`src/rtl/lx32_arch_pkg.sv`:
```
// LX32 architectural constants: opcodes, immediate format encoding and the
// pure decode/build helpers shared by the decode stage.
package lx32_arch_pkg;

    localparam logic [6:0] OP_LUI    = 7'b0110111;
    localparam logic [6:0] OP_AUIPC  = 7'b0010111;
    localparam logic [6:0] OP_JAL    = 7'b1101111;
    localparam logic [6:0] OP_JALR   = 7'b1100111;
    localparam logic [6:0] OP_BRANCH = 7'b1100011;
    localparam logic [6:0] OP_LOAD   = 7'b0000011;
    localparam logic [6:0] OP_STORE  = 7'b0100011;
    localparam logic [6:0] OP_IMM    = 7'b0010011;
    localparam logic [6:0] OP_OP     = 7'b0110011;
    localparam logic [6:0] OP_FENCE  = 7'b0001111;
    localparam logic [6:0] OP_SYSTEM = 7'b1110011;

    typedef enum logic [2:0] {
        IMM_NONE = 3'd0,
        IMM_I    = 3'd1,
        IMM_S    = 3'd2,
        IMM_B    = 3'd3,
        IMM_U    = 3'd4,
        IMM_J    = 3'd5
    } imm_fmt_e;

    // Unknown, R-type and X/Z opcodes all fall to IMM_NONE through the default arm.
    function automatic imm_fmt_e decode_imm_fmt(input logic [31:0] instr);
        imm_fmt_e fmt;
        case (instr[6:0])
            OP_LOAD, OP_IMM, OP_JALR, OP_FENCE, OP_SYSTEM: fmt = IMM_I;
            OP_STORE:                                      fmt = IMM_S;
            OP_BRANCH:                                     fmt = IMM_B;
            OP_LUI, OP_AUIPC:                              fmt = IMM_U;
            OP_JAL:                                        fmt = IMM_J;
            default:                                       fmt = IMM_NONE;
        endcase
        return fmt;
    endfunction

    function automatic logic [31:0] build_imm(input logic [31:0] instr, input imm_fmt_e fmt);
        logic [31:0] imm;
        case (fmt)
            IMM_I:   imm = {{20{instr[31]}}, instr[31:20]};
            IMM_S:   imm = {{20{instr[31]}}, instr[31:25], instr[11:7]};
            IMM_B:   imm = {{19{instr[31]}}, instr[31], instr[7], instr[30:25], instr[11:8], 1'b0};
            IMM_U:   imm = {instr[31:12], 12'h000};
            IMM_J:   imm = {{11{instr[31]}}, instr[31], instr[19:12], instr[20], instr[30:21], 1'b0};
            default: imm = 32'h0000_0000;
        endcase
        return imm;
    endfunction

endpackage

```
`src/rtl/imm_gen.sv`:
```
// Decode-stage immediate generator: combinational immediate/format plus an
// enable-gated register copy handed to the execute stage.
module imm_gen
    import lx32_arch_pkg::*;
#(
    parameter int XLEN = 32
) (
    input  logic            clk,
    input  logic            rst,
    input  logic            en,
    input  logic [XLEN-1:0] instr,
    output logic [XLEN-1:0] imm,
    output imm_fmt_e        imm_fmt,
    output logic [XLEN-1:0] imm_q,
    output imm_fmt_e        imm_fmt_q
);

    always_comb begin
        imm_fmt = decode_imm_fmt(instr);
        imm     = build_imm(instr, imm_fmt);
    end

    // Decode -> execute boundary
    always_ff @(posedge clk or posedge rst) begin
        if (rst) begin
            imm_q     <= '0;
            imm_fmt_q <= IMM_NONE;
        end else if (en) begin
            imm_q     <= imm;
            imm_fmt_q <= imm_fmt;
        end
    end

endmodule

```
`config.mk`:
```
export PLATFORM = sky130hd
export DESIGN_NAME = imm_gen
export DESIGN_NICKNAME = d
export VERILOG_FILES = /design/src/rtl/lx32_arch_pkg.sv /design/src/rtl/imm_gen.sv
export SDC_FILE = /design/constraint.sdc
export NUM_CORES = 1
export LEC_CHECK = 0
export BUFFER_PORTS_ARGS = -buffer_cell sky130_fd_sc_hd__clkbuf_2
export CAP_MARGIN = 10
export CELL_PAD_IN_SITES_DETAIL_PLACEMENT = 1
export CELL_PAD_IN_SITES_GLOBAL_PLACEMENT = 2
export CORE_MARGIN = 3
export CORE_UTILIZATION = 22
export CTS_BUF_LIST = sky130_fd_sc_hd__clkbuf_8 sky130_fd_sc_hd__clkbuf_16
export CTS_CLUSTER_DIAMETER = 200
export DETAILED_ROUTE_END_ITERATION = 7
export PLACE_DENSITY = 0.76
export SYNTH_ARGS = -nofsm -noshare
export SYNTH_HDL_FRONTEND = slang
export SYNTH_SLANG_ARGS = --single-unit
```
`constraint.sdc`:
```
create_clock -name clk -period 1.1 [get_ports clk]
set_clock_uncertainty 0.05 [all_clocks]
set_input_delay 0.055 -clock clk [delete_from_list [all_inputs] [get_ports clk]]
set_output_delay 0.055 -clock clk [all_outputs]
set_load 0.01 [all_outputs]
```
==> summary.txt, run 1 <==
Yosys
  • Sequential fraction of the synthesis area: 0.425
  • Seq cells post-synth: 35
  • Syn. warnings: 0
  • Synth cell types: 50
  • Synth top area cells: dfrtp_1 (43%), nand2_1 (9.8%), o2bb2ai_1 (3.0%)
  • Syn avg cell area: 8.73 µm²
  • Mapped Nets: 271
  • Post-synth ARST share: 1.00
  • EDFF count, synth: 0
  • Main flop type after synthesis: dfrtp_1
  • Synth top area share: 0.425
  • Leading area contributor after synthesis: dfrtp_1
  • Syn Inst Count: 236
  • Most common cell in the netlist: nand2_1
  • Synth Cell Area: 2060 µm²
  • Top cells by count, synth: nand2_1 (54), dfrtp_1 (35), nor2_1 (16), inv_1 (12), a21oi_1 (11)

Global route
  • Overflow after GRT: 0
  • First-pass GRT wire length: 13,300 µm
  • Number of antenna violations at the first check in global routing: 0
  • Vias in the first global route: 2,581
  • Largest net degree at the start of global routing: 36
  • Total global-route track usage: 0.161

Cells and area
  • # fillers: 985
  • Final Instance Area: 4280 µm²
  • Total Nets Final: 441
  • Register Area: 876 µm²
  • Share of cells above drive strength 1: 0.643
  • Fin util: 0.481
  • Multi-input gate area: 1540 µm²
  • Synth-to-layout area growth: 108%
  • Inserted Diodes: 0

Die
  • Total core area: 8890 µm²
  • Die Ht: 103 µm
  • Boundary Pins: 105
  • Starting Density: 0.232
  • Die outline width: 103 µm
  • Die area: 10,600 µm²
  • Row cnt: 34

Power
  • Clock power frac: 0.323
  • PwrDens: 823 nW/µm²
  • Net switching power: 1.01 mW
  • Sequential fraction of design power: 0.394
  • Sw Share: 0.287
  • Comb pwr share: 0.283
  • Worst vdd ir: 0.583 mV
  • Cell-internal power: 2.51 mW
  • Leakage: 2.11 nW

Drt
  • Overall routed net length: 9340 µm
  • Routed vias: 2,576
  • 1st-iter DRT viols: 73
  • Via-per-instance ratio: 5.01
  • WL/cell: 18.2 µm
  • Antenna viol nets, final: 0
  • DRC viols: 0
  • Drt first pass iters: 4

Place
  • Placed instance area: 3230 µm²
  • I/O Buffers: 104
  • Final RePlAce weighted congestion: 0.798
  • Dpl hpwl: 6080 µm

Clocking
  • Clk_lat worst skew: 0.29 ns
  • Max Buffers Root-to-Sink: 2
  • CTS buffer count: 5
  • CTS sink cnt: 35
  • Root buffer cell: clkbuf_8
  • H-tree lvl count: 2
  • Clk slew on worst S/H paths: 0.08 ns
  • CTS tree: done

Worst setup path
  • CP Data Required Time: 1.00 ns
  • Setup Crit Path Kind: in2out
  • R2R Setup Slk: 0.29 ns
  • Crit path capture type: primary output
  • CP Max Fanout: 8
  • Crit path DAT: 1.32 ns
  • Type of origin of the critical path: input port

Status
  • Failing checks: negative setup slack
  • Status: finished with violations

STA
  • Unrepaired setup endpoints after global routing: true
  • Period utilization: 1.30
  • Max Slew Vio Count: 0
  • Final WS setup: -0.329 ns
  • Max Fclk: 700 MHz
  • Slew @ Worst Pin: 0.411 ns
  • Minimum clock period: 1.43 ns
  • Final hold violations: 0
  • Final setup vio count: 62
  • Max-slew headroom: 0.726

Flow run
  • Max-cap violations: 0

Hold path
  • Worst hold path type: in2reg
-- power by group through the flow --
stage | Clock, mW | Combinational, mW | Sequential [mW]
2_1_floorplan | 0 | 0.341 | 1.44
3_3_place_gp | 0 | 0.698 | 1.41
3_5_place_dp | 0 | 0.710 | 1.41
4_1_cts | 1.17 | 0.866 | 1.39
5_1_grt | 1.25 | 1.07 | 1.40
6_report | 1.14 | 0.996 | 1.39
-- per-stage QoR --
stage | instances | setup slack, ns | hold slack, ns | TNS, ns | total power, mW
after detailed placement | 469 | -0.521 | 0.0575 | -27.96 | 2.12
after CTS | 506 | -0.307 | 0.00487 | -10.46 | 3.43
final | 514 | -0.329 | 0.0168 | -11.16 | 3.52
after global placement | 469 | -0.440 | 0.0554 | -25.43 | 2.11
after global routing | 514 | -0.388 | 0.00239 | -14.67 | 3.71
after floorplan | 236 | -0.195 | 0.156 | -5.56 | 1.78
-- critical path: stages --
cell and delay [ns]:
clkbuf_16 0.14, or3b_4 0.42, a21oi_4 0.20, buf_12 0.16
nand2_1 0.12, nand2_2 0.11, buf_6 0.11
-- metal layers --
layer	vias to the layer above	track usage	share of wire
li1	1185	-	-
met1	1310	0.211	0.44
met2	75	0.282	0.51
met3	6	0.0311	0.042
met4	0	0.0239	0.0061
met5	-	0	0
-- layout by cell type, fill, tap and decap left out, types with 7 or more instances in the layout --
cell | netlist | routed
clkbuf_2 | 0 | 64
buf_6 | 2 | 40
dfrtp_1 | 35 | 35
buf_4 | 1 | 34
nand2_1 | 54 | 31
nor2_1 | 16 | 15
inv_1 | 12 | 13
nand2_2 | 0 | 12
buf_2 | 6 | 12
nand2_4 | 0 | 11
dlygate4sd3_1 | 0 | 11
a211oi_2 | 1 | 8
buf_12 | 0 | 8
clkbuf_16 | 0 | 7
-- timing repair --
item | CTS | global route
buffers inserted | 18 | 11
cloned | 2 | 3
hold buffers | 11 | 0
endpoints found under the setup margin | 66 | 65
pin swaps | 16 | 28
resized for setup | 55 | 93
hold endpoints to repair | 45 | 0
-- path summary, 6_finish.rpt --
path / from / to / depth (start not counted)
setup reg to reg: imm_fmt_q[1] / imm_fmt_q[1] / 1
min in group asynchronous: rst / imm_q[13] / 4
hold / removal: instr[14] / imm_q[14] / 3
setup / recovery: instr[3] / imm[17] / 7
max in group asynchronous: rst / imm_q[1] / 4
hold reg to reg: imm_q[5] / imm_q[5] / 1
-- state kept, by name, summed over array words and instances, names as in the netlist --
register / count
imm_fmt_q: 3
imm_q: 32
-- kinds of logic (layout without fill, tap and decap cells) --
group                  after synthesis  after routing  share of synthesized area
AO/OA/AOI/OAI                       68             68                      0.251
XOR/XNOR                             1              1                    0.00425
buffers and inverters               29            199                     0.0656
flip-flops                          35             35                      0.425
multiplexers                         3              3                     0.0164
AND/OR/NAND/NOR                    100            100                      0.238
-- final cells by class --
class | instances | area share
multi-input combinational | 172 | 0.360
clock buffer | 5 | 0.0161
sequential | 35 | 0.205
tap | 108 | 0.0316
clock inverter | 2 | 0.00789
timing repair buffer | 179 | 0.368
inverter | 13 | 0.0117
Power figures use the tool's default switching activity.
==> run 2: changes to the inputs <==
--- a/config.mk
+++ b/config.mk
@@ -7,10 +7,8 @@
 export LEC_CHECK = 0
 export BUFFER_PORTS_ARGS = -buffer_cell sky130_fd_sc_hd__clkbuf_2
 export CAP_MARGIN = 10
-export CELL_PAD_IN_SITES_DETAIL_PLACEMENT = 1
-export CELL_PAD_IN_SITES_GLOBAL_PLACEMENT = 2
 export CORE_MARGIN = 3
-export CORE_UTILIZATION = 22
+export CORE_UTILIZATION = 41
 export CTS_BUF_LIST = sky130_fd_sc_hd__clkbuf_8 sky130_fd_sc_hd__clkbuf_16
 export CTS_CLUSTER_DIAMETER = 200
 export DETAILED_ROUTE_END_ITERATION = 7
==> run 2 against run 1 <==
Against the previous run:
- the run still ends with negative setup slack left
- register-to-register slack got worse by 0.08 ns
- first-iteration DRC count grew to 3.8 times the previous value
- cell count is 7.8% lower
- worst setup slack worse by 0.15 ns
- sequential share of layout area about the same
- non-clock buffer count unchanged
- clock power fell by 14%
- maximum frequency fell by 9.7%
- count of clock-buffer cells in the layout unchanged
- wire length is 24% higher
- critical endpoint is now imm[9]
- sequential cell count stayed put
==> summary.txt, run 2 (synthesis results as in run 1) <==
Worst setup path
  • Crit path capture type: primary output
  • Type of origin of the critical path: input port
  • Crit path DAT: 1.48 ns (+0.16 ns)
  • CP Max Fanout: 7 (-1)
  • Setup Crit Path Kind: in2out
  • CP Data Required Time: 1.00 ns (about the same)

STA
  • Slew @ Worst Pin: 0.444 ns (+0.0333 ns)
  • Minimum clock period: 1.58 ns (+0.154 ns)
  • Final setup vio count: 67 (+8.1%)
  • Unrepaired setup endpoints after global routing: true
  • Max-slew headroom: 0.704 (-0.0222)
  • Final WS setup: -0.482 ns (-0.154 ns)
  • Final hold violations: 0 (unchanged)
  • Max Fclk: 632 MHz (-9.7%)
  • Setup TNS: -17.01 ns (-5.85 ns)
  • Period utilization: 1.44 (+0.140)
  • Max Slew Vio Count: 0 (unchanged)

Place
  • Dpl ws: -0.448 ns (+0.0734 ns)
  • Dpl hpwl: 5070 µm (-17%)
  • Final RePlAce weighted congestion: 0.863 (+8.1%)
  • Placed instance area: 3170 µm² (-2.1%)
  • I/O Buffers: 104 (unchanged)

Cells and area
  • Final Instance Area: 4280 µm² (about the same)
  • Synth-to-layout area growth: 108% (about the same)
  • Inserted Diodes: 0 (unchanged)
  • Top flop regs: imm_q (32), imm_fmt_q (3)
  • Most frequent cells in the layout: clkbuf_2 (65), buf_4 (41), buf_6 (36)
  • Max reg flops: 32 (unchanged)
  • Share of cells above drive strength 1: 0.663 (+0.0205)
  • Largest Register: imm_q
  • Fin util: 0.894 (+0.413)
  • Total Nets Final: 441 (unchanged)
  • # fillers: 207 (-79%)
  • Most common cell after layout, fill and taps aside: clkbuf_2

Die
  • Row cnt: 25 (-26%)
  • Die Ht: 76.9 µm (-25%)
  • Total core area: 4790 µm² (-46%)
  • Die area: 5910 µm² (-44%)
  • Starting Density: 0.431 (+0.199)
  • Die outline width: 76.9 µm (-25%)
  • Boundary Pins: 105 (unchanged)

Global route
  • Number of antenna violations at the first check in global routing: 0 (unchanged)
  • Overflow after GRT: 0 (unchanged)
  • Largest net degree at the start of global routing: 36 (unchanged)
  • Total global-route track usage: 0.264 (+0.103)
  • Vias in the first global route: 2,584 (+0.12%)
  • First-pass GRT wire length: 12,500 µm (-6.1%)

Drt
  • DRC viols: 0 (unchanged)
  • Overall routed net length: 11,600 µm (+24%)
  • Via-per-instance ratio: 6.15 (+23%)
  • Routed vias: 2,915 (+13%)
  • Drt first pass iters: 4 (unchanged)
  • WL/cell: 24.4 µm (+34%)
  • Antenna viol nets, final: 0 (unchanged)
  • 1st-iter DRT viols: 280 (+280%)

Clocking
  • Root buffer cell: clkbuf_8
  • CTS sink cnt: 35 (unchanged)
  • CTS buffer count: 5 (unchanged)
  • CTS tree: done
  • Max Buffers Root-to-Sink: 2 (unchanged)
  • Clk_lat worst skew: 0.30 ns (about the same)
  • Clk slew on worst S/H paths: 0.07 ns (about the same)
  • H-tree lvl count: 2 (unchanged)

Power
  • Worst vdd ir: 0.634 mV (+8.8%)
  • Leakage: 2.15 nW (+1.8%)
  • PwrDens: 800 nW/µm² (-2.8%)

Status
  • Status: finished with violations
  • Failing checks: negative setup slack

Hold path
  • Worst hold path type: in2reg

Flow run
  • Max-cap violations: 0 (unchanged)
run 2: what timing repair did:
action                                  4_1_cts  5_1_grt
pin swaps                                    23       40
buffers inserted                             16       19
endpoints found under the setup margin       65       62
resized for setup                            39      126
cloned                                        1        1
hold buffers                                  9        0
endpoints found under the hold margin        43        0
run 2: power by group:
group / leakage (nW) / total [mW] / switching (mW) / internal, mW
logic: 1.63 / 1.04 / 0.560 / 0.480
registers: 0.468 / 1.40 / 0.0502 / 1.35
clock network: 0.0453 / 0.986 / 0.552 / 0.435
total: 2.15 / 3.42 / 1.16 / 2.26
run 2: worst max-delay path: stages:
cell and delay, ns:
clkbuf_16 0.14, buf_6 0.13, nor4bb_4 0.29, a211o_1 0.25
a21oi_4 0.11, buf_12 0.15, nor2b_1 0.17, buf_2 0.18
run 2: final timing paths:
path / cells after the start / slack, ns / from / end
max: 8 / -0.48 / instr[5] / imm[9]
min in group asynchronous: 4 / 0.31 / rst / imm_q[14]
max in group asynchronous: 4 / 0.48 / rst / imm_q[1]
min: 3 / 0.05 / instr[30] / imm_q[10]
max reg2reg: 2 / 0.21 / imm_q[16] / imm_q[16]
min reg2reg: 1 / 0.46 / imm_q[9] / imm_q[9]
run 2: area by class of cell:
| cell class | count | area [µm²] | area share |
|---|---|---|---|
| clock buffer | 5 | 68.8 | 0.0161 |
| clock inverter | 3 | 16.3 | 0.00380 |
| inverter | 13 | 50.0 | 0.0117 |
| multi-input combinational | 172 | 1660 | 0.388 |
| sequential | 35 | 876 | 0.205 |
| tap | 67 | 83.8 | 0.0196 |
| timing repair buffer | 179 | 1520 | 0.356 |
run 2: metal layers:
layer  wire (µm)  vias up  GRT usage
li1            -     1185          -
met5           0        -          0
met2        5730      241      0.483
met1        4090     1408      0.299
met4         777        0     0.0888
met3         968       81     0.0634
run 2: per-stage QoR:
stage	total power [mW]	std cells	hold WS, ns
final	3.42	474	0.0458
after global placement	2.08	426	0.0466
after CTS	3.17	459	0.0132
after global routing	3.52	474	0.0538
after detailed placement	2.10	426	0.0564
after floorplan	1.78	236	0.156
